**src/rtl/iso14443a_app_echo_pkg.sv**
```systemverilog
// rtl/iso14443a_app_echo_pkg.sv - shared types and constants for the app echo responder
// Optional feature macro: ISO14443A_APP_STATUS_BYTE_EN (adds a one-byte status prefix to every reply)
package iso14443a_app_echo_pkg;

    typedef enum logic [1:0] {
        IDLE = 2'd0,
        RX   = 2'd1,
        TX   = 2'd2
    } app_echo_state_e;

`ifdef ISO14443A_APP_STATUS_BYTE_EN
    // Number of prefix bytes placed ahead of the echoed data
    localparam int APP_ECHO_STATUS_PREFIX_W = 1;
`else
    localparam int APP_ECHO_STATUS_PREFIX_W = 0;
`endif

endpackage

```
**src/rtl/iso14443a_app_echo_pingpong_ram.sv**
```systemverilog
// rtl/iso14443a_app_echo_pingpong_ram.sv - two-bank DEPTH x 8 byte store, one write port, one combinational read port
// Ports:
//   clk      in   clock
//   we       in   write enable
//   wr_bank  in   bank written
//   wr_addr  in   byte address within wr_bank
//   wr_data  in   byte written
//   rd_bank  in   bank read
//   rd_addr  in   byte address within rd_bank
//   rd_data  out  combinational read data
module app_echo_pingpong_ram #(
    parameter int DEPTH = 16,
    parameter int AW    = $clog2(DEPTH)
) (
    input  logic          clk,
    input  logic          we,
    input  logic          wr_bank,
    input  logic [AW-1:0] wr_addr,
    input  logic [7:0]    wr_data,
    input  logic          rd_bank,
    input  logic [AW-1:0] rd_addr,
    output logic [7:0]    rd_data
);

    // Bank select is the MSB of the flat address
    logic [7:0] mem [2*DEPTH];

    always_ff @(posedge clk) begin
        if (we) begin
            mem[{wr_bank, wr_addr}] <= wr_data;
        end
    end

    assign rd_data = mem[{rd_bank, rd_addr}];

endmodule

```
**src/rtl/iso14443a_app_echo.sv**
```systemverilog
// rtl/iso14443a_app_echo.sv - loopback application: captures an INF field and replies with it XOR'd by XOR_MASK
// Optional feature macro: ISO14443A_APP_STATUS_BYTE_EN (prefix every reply with {1'b0, len[6:0]})
// Ports:
//   clk              in   core clock
//   rst              in   synchronous active-high reset
//   rx_soc           in   start of received INF field
//   rx_data          in   received byte
//   rx_data_valid    in   rx_data valid this cycle
//   rx_eoc           in   end of received INF field
//   rx_error         in   corrupt-message flag, sampled with rx_eoc
//   app_resend_last  in   retransmit previous reply
//   tx_data          out  reply byte
//   tx_data_valid    out  tx_data/tx_last_byte valid, held until consumed
//   tx_last_byte     out  final byte of the reply
//   tx_req           in   downstream takes the byte when tx_req && tx_data_valid
//   busy             out  responder not idle
module iso14443a_app_echo
    import iso14443a_app_echo_pkg::*;
#(
    parameter int          DEPTH    = 16,
    parameter logic [7:0]  XOR_MASK = 8'h00
) (
    input  logic       clk,
    input  logic       rst,
    input  logic       rx_soc,
    input  logic [7:0] rx_data,
    input  logic       rx_data_valid,
    input  logic       rx_eoc,
    input  logic       rx_error,
    input  logic       app_resend_last,
    output logic [7:0] tx_data,
    output logic       tx_data_valid,
    output logic       tx_last_byte,
    input  logic       tx_req,
    output logic       busy
);

    localparam int AW = $clog2(DEPTH);
    localparam int LW = $clog2(DEPTH) + 1;

    app_echo_state_e state, state_next;

    logic          bank_sel;      // bank holding the last good message
    logic          last_valid;
    logic [LW-1:0] len_q [2];
    logic [LW-1:0] wr_ptr;
    logic [LW-1:0] rd_ptr;
    logic          ovf;
    logic          tx_valid;

    logic          start_rx;
    logic          start_tx;
    logic          commit;
    logic          wr_en;
    logic          set_ovf;
    logic          tx_show;
    logic          tx_take;
    logic          tx_done;

    logic [LW-1:0] len_act;
    logic          reply_last;
    logic [AW-1:0] rd_addr;
    logic [7:0]    rd_data;
    logic [7:0]    reply_byte;

    assign len_act    = len_q[bank_sel];
    assign reply_last = (rd_ptr == len_act + LW'(APP_ECHO_STATUS_PREFIX_W) - LW'(1));

`ifdef ISO14443A_APP_STATUS_BYTE_EN
    // Index 0 is the status byte, so data is fetched one position behind rd_ptr
    assign rd_addr    = AW'(rd_ptr - LW'(1));
    assign reply_byte = (rd_ptr == '0) ? (8'(len_act) & 8'h7F) : (rd_data ^ XOR_MASK);
`else
    assign rd_addr    = rd_ptr[AW-1:0];
    assign reply_byte = rd_data ^ XOR_MASK;
`endif

    app_echo_pingpong_ram #(
        .DEPTH (DEPTH),
        .AW    (AW)
    ) u_ram (
        .clk     (clk),
        .we      (wr_en),
        .wr_bank (~bank_sel),
        .wr_addr (wr_ptr[AW-1:0]),
        .wr_data (rx_data),
        .rd_bank (bank_sel),
        .rd_addr (rd_addr),
        .rd_data (rd_data)
    );

    always_comb begin
        state_next = state;
        start_rx   = 1'b0;
        start_tx   = 1'b0;
        commit     = 1'b0;
        wr_en      = 1'b0;
        set_ovf    = 1'b0;
        tx_show    = 1'b0;
        tx_take    = 1'b0;
        tx_done    = 1'b0;
        case (state)
            IDLE: begin
                // rx_soc takes priority over a simultaneous resend request
                if (rx_soc) begin
                    start_rx   = 1'b1;
                    state_next = RX;
                end else if (app_resend_last && last_valid) begin
                    start_tx   = 1'b1;
                    state_next = TX;
                end
            end
            RX: begin
                if (rx_soc) begin
                    start_rx = 1'b1;
                end else if (rx_eoc) begin
                    if (rx_error || ovf || (wr_ptr == '0)) begin
                        state_next = IDLE;
                    end else begin
                        commit     = 1'b1;
                        start_tx   = 1'b1;
                        state_next = TX;
                    end
                end else if (rx_data_valid) begin
                    if (wr_ptr == LW'(DEPTH)) begin
                        set_ovf = 1'b1;
                    end else begin
                        wr_en = 1'b1;
                    end
                end
            end
            TX: begin
                if (rx_soc) begin
                    start_rx   = 1'b1;
                    state_next = RX;
                end else if (!tx_valid) begin
                    tx_show = 1'b1;
                end else if (tx_req) begin
                    if (reply_last) begin
                        tx_done    = 1'b1;
                        state_next = IDLE;
                    end else begin
                        tx_take = 1'b1;
                    end
                end
            end
            default: state_next = IDLE;
        endcase
    end

    always_ff @(posedge clk) begin
        if (rst) begin
            state      <= IDLE;
            bank_sel   <= 1'b0;
            last_valid <= 1'b0;
            len_q[0]   <= '0;
            len_q[1]   <= '0;
            wr_ptr     <= '0;
            rd_ptr     <= '0;
            ovf        <= 1'b0;
            tx_valid   <= 1'b0;
        end else begin
            state <= state_next;
            if (start_rx) begin
                wr_ptr   <= '0;
                ovf      <= 1'b0;
                tx_valid <= 1'b0;
            end
            if (wr_en) begin
                wr_ptr <= wr_ptr + LW'(1);
            end
            if (set_ovf) begin
                ovf <= 1'b1;
            end
            // Freshly written bank becomes the active one
            if (commit) begin
                len_q[~bank_sel] <= wr_ptr;
                bank_sel         <= ~bank_sel;
                last_valid       <= 1'b1;
            end
            if (start_tx) begin
                rd_ptr   <= '0;
                tx_valid <= 1'b0;
            end
            if (tx_show) begin
                tx_valid <= 1'b1;
            end
            if (tx_take) begin
                rd_ptr <= rd_ptr + LW'(1);
            end
            if (tx_done) begin
                tx_valid <= 1'b0;
            end
        end
    end

    assign tx_data_valid = tx_valid;
    assign tx_data       = tx_valid ? reply_byte : 8'h00;
    assign tx_last_byte  = tx_valid & reply_last;
    assign busy          = (state != IDLE);

endmodule
```
**config.mk**
```make
export PLATFORM = sky130hd
export DESIGN_NAME = iso14443a_app_echo
export DESIGN_NICKNAME = d
export VERILOG_FILES = /design/src/rtl/iso14443a_app_echo_pkg.sv /design/src/rtl/iso14443a_app_echo_pingpong_ram.sv /design/src/rtl/iso14443a_app_echo.sv
export SDC_FILE = /design/constraint.sdc
export NUM_CORES = 1
export LEC_CHECK = 0
export CORE_MARGIN = 2
export CORE_UTILIZATION = 54
export CTS_CLUSTER_DIAMETER = 150
export DETAILED_ROUTE_END_ITERATION = 6
export PLACE_DENSITY = 0.8
export SLEW_MARGIN = 20
export SYNTH_ARGS = -nofsm -noshare
export SYNTH_HDL_FRONTEND = slang
export SYNTH_SLANG_ARGS = --single-unit
export TNS_END_PERCENT = 50
```
**constraint.sdc**
```tcl
create_clock -name clk -period 3 [get_ports clk]
set_input_delay 0.6 -clock clk [delete_from_list [all_inputs] [get_ports clk]]
set_output_delay 0.6 -clock clk [all_outputs]
set_load 0.05 [all_outputs]
```
Word-level counts from Yosys, hierarchy flattened
Memory sizes are Yosys's and may differ from the RTL's. A register that Yosys moved wholly into a read port is not among the register bits.
Cells that the tools add are included.
{"block": "totals", "reg_bits": 16, "mem_bits_rw": 266, "inputBits": 16, "output_inout_bits": 11, "word_cells": 101, "mem_count": 2}
{"name": "u_ram.mem", "depth": 32, "width": 8, "read_ports": 1, "rd_clocked_by_memory_dff": 0, "wr": 1, "line": "iso14443a_app_echo_pingpong_ram.sv:26", "rtl": "logic [7:0] mem [2*DEPTH];"}
{"name": "len_q", "depth": 2, "width": 5, "read_ports": 1, "rd_clocked_by_memory_dff": 1, "wr": 2, "line": "iso14443a_app_echo.sv:45", "rtl": "logic [LW-1:0] len_q [2];"}
{"block": "classes", "addsub": 3, "n_eq_ne": 10, "mux": 63, "bitwise_logic": 2, "reduce_logical": 14}
{"operator": "1-bit two-way mux", "count": 46}
{"operator": "5-bit two-way mux", "count": 5}
{"operator": "2-bit two-way mux", "count": 9}
{"operator": "3-bit inequality test (second input constant)", "count": 4}
{"operator": "5-bit by 1-bit adder with 5-bit output (second input constant)", "count": 2}
{"operator": "8-bit two-way mux", "count": 1}
{"operator": "2-bit nonzero test", "count": 4}
{"operator": "2-bit one-hot mux with 3 select lines", "count": 1}
{"operator": "6-bit AND reduction", "count": 1}
{"operator": "5-bit == test", "count": 1}
{"operator": "5-bit == test (second input constant)", "count": 1}
{"operator": "5-bit zero test", "count": 1}
{"operator": "5-bit OR reduction", "count": 1}
{"operator": "5-bit by 1-bit subtractor with 5-bit output (second input constant)", "count": 1}
{"operator": "2-bit inequality test (second input constant)", "count": 2}
{"operator": "3-bit nonzero test", "count": 1}
{"operator": "3-bit OR reduction", "count": 1}
{"operator": "2-bit by 1-bit == test with 1-bit output (second input constant)", "count": 1}
{"operator": "2-bit == test (second input constant)", "count": 1}
{"operator": "2-bit zero test", "count": 1}
{"operator": "1-bit logical OR", "count": 2}
{"operator": "1-bit one-hot mux with 2 select lines", "count": 1}
{"operator": "2-bit OR reduction", "count": 1}
{"operator": "1-bit bitwise AND", "count": 1}
{"operator": "2 further kinds", "count": 2}

Depth between registers and ports, before layout
{"block": "depth", "word_depth": 11, "depth_mapped": 9, "ltp_nobuf": 8}

By module
Synthesis repeated with hierarchy kept, for this count alone.
{"block": "unflattened", "cells_unflattened": 572, "area_unflattened_um2": 11424.7}
{"mod": "app_echo_pingpong_ram", "n_inst": 1, "cells_each": 409, "area_per_inst_um2": 9893.2, "seq_area_each_um2": 7687.4}
{"mod": "iso14443a_app_echo", "n_inst": 1, "cells_each": 163, "area_per_inst_um2": 1531.5, "seq_area_each_um2": 640.6}

Worst setup path before layout
Ideal clock, no wire load.
{"block": "synth_timing", "path_kind": "register -> output", "from": "register rd_ptr[1]", "to": "output tx_data[0]", "t_arrival_ns": 2.151, "required_ns": 2.400, "path_slack_ns": 0.249, "stages_incl_launch_ff": 7, "path_buffers": 2, "path_cell_list": "dfxtp_1 buf_2 buf_1 mux4_2 mux4_2 mux2i_1 nor2b_1"}
{"block": "synth_via", "elab_chain_cells": 2}
{"item": "from (decl)", "line": "iso14443a_app_echo.sv:47", "rtl": "logic [LW-1:0] rd_ptr;"}
{"item": "from (signal assigned)", "line": "iso14443a_app_echo.sv:189", "rtl": "rd_ptr <= rd_ptr + LW'(1);"}
{"item": "memory 32 x 8 bit"}
{"item": "8-bit two-way mux", "line": "iso14443a_app_echo.sv:198", "rtl": "assign tx_data = tx_valid ? reply_byte : 8'h00;"}
{"item": "to (decl)", "line": "iso14443a_app_echo.sv:31", "rtl": "output logic [7:0] tx_data,"}
Every way passes these cells.

Final worst setup path
{"block": "layout_timing", "from": "register rd_ptr[0]", "to": "output tx_data[2]"}
Same word-level chain as after synthesis.

==> out/qor.csv <==
stage,metric,value,unit
placed_design,port bufs,26,
cells_and_area,antenna fix cells,0,
placed_design,HPWL Detailed,15200,um
die,core area,20900,um^2
pwr,P_int,6.28,mW
placed_design,RePlAce Congestion,0.847,
logic_synthesis,Synth Area in Compound Gates,1.86,%
routing,vias,6029,
pwr,maximum VDD drop,335,uV
worst_setup_path,crit-path cells,"buf_12, buf_4, mux4_2, mux4_2, mux2i_1, nor2b_1, buf_6",
timing,worst rel slew slack,32.7,%
pwr,Lkg Pwr,4.22,nW
routing,drt via density,6.22,
timing,final period utilization,114,%
global_routing,total global-route track usage,23.5,%
pwr,Comb pwr share,2.0,%
logic_synthesis,"Net Count, Synth",599,
logic_synthesis,Mean Syn Cell Area,19.8,um^2
run_status,status,"complete, but fails checks",
clock_network,CTS buffer count,27,
routing,routed wire length,25700,um
timing,fin. max-slew vios,0,
worst_setup_path,worst-path fanout max,8,
worst_setup_path,critical path data arrival time,2810,ps
clock_network,Clock Tree Buf Depth,3,
global_routing,vias in the first global route,6196,
job,max-cap violations,0,
clock_network,clk sinks,283,
clock_network,CTS tree,done,
logic_synthesis,Synth top area share,69.8,%
global_routing,GRT overflow,0,
logic_synthesis,register area share after synthesis,72.8,%
pwr,Switch Pwr,1.51,mW
timing,fmax,293,MHz
timing,worst setup margin,-407,ps
worst_setup_path,CP required,2400,ps
hold_path,worst min path class,flip-flop to flip-flop,
clock_network,Skew-Pair Late Insertion Delay,540,ps
timing,Fin Hold WS,458,ps
timing,fin crit period,3410,ps
timing,RSZ-0062 raised after global routing,yes,
die,Die Width,150,um
pwr,clock power share,42.3,%
logic_synthesis,fraction of registers with async set/reset,0,%
run_status,failing checks,negative setup slack,
logic_synthesis,dominant cells by area after synthesis,"edfxtp_1, mux4_2, dfxtp_1",
global_routing,largest net degree at the start of global routing,50,
cells_and_area,most frequent cells in the layout,"edfxtp_1, mux4_2, buf_4",
logic_synthesis,Post-synth EDFFs,266,
cells_and_area,Layout Nets,697,
die,Core Rows,53,
pwr,Final Total Pwr,7.78,mW
pwr,switching share of power,19.4,%
worst_setup_path,Critical Path End Type,output port,
pwr,PwrDens,576,nW/um^2
placed_design,placed cell count,913,
die,I/O pins,27,
cells_and_area,Filler cells,1333,
routing,Antenna Nets Post-Route,0,
logic_synthesis,cell accounting for the most synthesized area,edfxtp_1,
global_routing,initial antenna violation count,0,
logic_synthesis,largest family of logic cells by synthesized area,multiplexers,
worst_setup_path,Slowest cell on crit path,mux4_2,
pwr,Reg power frac,55.6,%
cells_and_area,Finished Layout Cells,970,
placed_design,placed cell area,12400,um^2
logic_synthesis,Synth Area in Simple Gates,5.23,%
worst_setup_path,"most used cell, CP",mux4_2,
logic_synthesis,Netlist cell types,45,
logic_synthesis,Post-Synth Adder-Cell Area,0.656,%
logic_synthesis,synthesized area,11400,um^2
routing,drt drc,0,
logic_synthesis,portion of netlist area occupied by mux cells,17.2,%
timing,final hold viol count,0,
timing,Worst Clk Skew,17.4,ps
cells_and_area,"commonest non-fill, non-tap cell in the layout",edfxtp_1,
logic_synthesis,Post-Synth XOR/XNOR Area,0.689,%
die,initial cell density of the core,54.8,%
routing,Pre-antenna DRT Iters,5,
die,Vert. Die Dim,150,um
cells_and_area,"Core Util, Final",64.6,%
die,full die area,22400,um^2
logic_synthesis,Syn Inst Count,577,
logic_synthesis,flip-flop and latch count after synthesis,283,
global_routing,global-route wire length before repair,38200,um
logic_synthesis,"Top FF cell, synth",edfxtp_1,
cells_and_area,Layout area overhead,18.0,%
cells_and_area,"Design Area, Final",13500,um^2
timing,Worst-Margin Slew,1010,ps
timing,Final Setup Violations,9,
clock_network,CTS H-tree depth,1,
routing,routed len/inst,26.5,um
worst_setup_path,crit path kind,flip-flop to output port,
clock_network,Root Driver,clkbuf_16,
cells_and_area,ratio of cells with drive above 1 in the final layout,32.1,%
logic_synthesis,YS warnings,0,
routing,initial drt markers,626,
worst_setup_path,CP peak stage delay,550,ps
worst_setup_path,crit path launch type,flip-flop,
clock_network,clock slew at reported path FFs,60,ps
-- synth_stat cells (3+ instances only) --
| master | count |
|---|---|
| a31oi_1 | 5 |
| nand2_1 | 12 |
| dfxtp_1 | 17 |
| mux4_1 | 3 |
| mux4_2 | 77 |
| or2_2 | 3 |
| nor2b_1 | 9 |
| and2_1 | 9 |
| buf_1 | 5 |
| nor4_1 | 4 |
| ha_1 | 6 |
| or3_1 | 3 |
| nor2_1 | 42 |
| a211oi_1 | 5 |
| or3b_2 | 3 |
| buf_2 | 7 |
| inv_1 | 6 |
| nor3_1 | 5 |
| nand3b_1 | 6 |
| edfxtp_1 | 266 |
| a21oi_1 | 9 |
| clkbuf_1 | 13 |
| nand3_1 | 13 |
| nor3b_1 | 3 |
| xnor2_1 | 7 |
| mux2i_1 | 14 |
-- logic make-up (layout without fill, tap and decap cells) --
kind of cell | after synthesis | count (layout)
AO/OA/AOI/OAI | 32 | 32
XOR/XNOR | 9 | 9
adder cells (fa/ha/maj) | 6 | 6
buffers and inverters | 36 | 154
flip-flops | 283 | 283
multiplexers | 95 | 95
AND/OR/NAND/NOR | 116 | 116
-- critical path: cells and delay by family, from the launching register on --
kind,cells,cell delay (ps)
buffers and inverters,3,520
DFF,1,400
muxes,3,1260
and+or+nand+nor,1,90
-- power by group through the flow --
stage | sequential [mW] | combinational, mW | clock (mW)
final | 4.33 | 0.160 | 3.30
after global routing | 4.33 | 0.171 | 3.50
after CTS | 4.33 | 0.158 | 3.34
after detailed placement | 4.41 | 0.154 | 0
after global placement | 4.41 | 0.145 | 0
after floorplan | 4.41 | 0.0525 | 0
-- registers in the layout (all words and copies together) (netlist names), named ones only --
register,count
last_valid,1
tx_data_valid,1
state,2
len_q,10
bank_sel,1
rd_ptr,5
u_ram.mem,256
ovf,1
wr_ptr,5
-- timing repair --
action                                 4_1_cts  5_1_grt
cloned                                       1        1
hold buffers                                 0        0
endpoints found under the hold margin        0        0
gates resized for setup                     18        4
setup buffers                                6        0
setup endpoints to repair                    9        9
-- area by class of cell --
| cell class | count | area (um^2) | share of cell area [%] |
|---|---|---|---|
| clock inverter | 21 | 186 | 1.38 |
| inverter | 6 | 22.5 | 0.167 |
| tap | 275 | 344 | 2.55 |
| clock buffer | 28 | 679 | 5.03 |
| timing repair buffer | 99 | 957 | 7.09 |
| sequential | 283 | 8330 | 61.7 |
| multi-input combinational | 258 | 2980 | 22.1 |
-- through the flow --
step                      setup WS [ps]  TNS, ps
after floorplan                     249        0
after global placement             79.2        0
after detailed placement           27.3        0
after CTS                          -374    -2960
after global routing               -454    -3570
final                              -407    -2950
-- worst paths after layout --
kind / depth (start not counted) / to / from / slack [ps]
setup / recovery: 7 / tx_data[2] / rd_ptr[0]$_SDFFE_PP0P_ / -410
hold / removal: 2 / last_valid$_SDFFE_PP0N_ / last_valid$_SDFFE_PP0N_ / 460
setup reg to reg: 8 / len_q[0][4]$_SDFFCE_PN0P_ / wr_ptr[0]$_SDFFE_PP0P_ / 300
hold reg to reg: 2 / last_valid$_SDFFE_PP0N_ / last_valid$_SDFFE_PP0N_ / 460
-- routing by layer --
| layer | vias to the layer above | global-route usage [%] | wire, um |
|---|---|---|---|
| li1 | 2563 | - | - |
| met1 | 3108 | 30.7 | 9860 |
| met2 | 314 | 38.3 | 12900 |
| met3 | 44 | 6.62 | 2280 |
| met4 | 0 | 8.43 | 681 |
| met5 | - | 0 | 0 |
No activity file was read; power rests on OpenSTA's default activity.
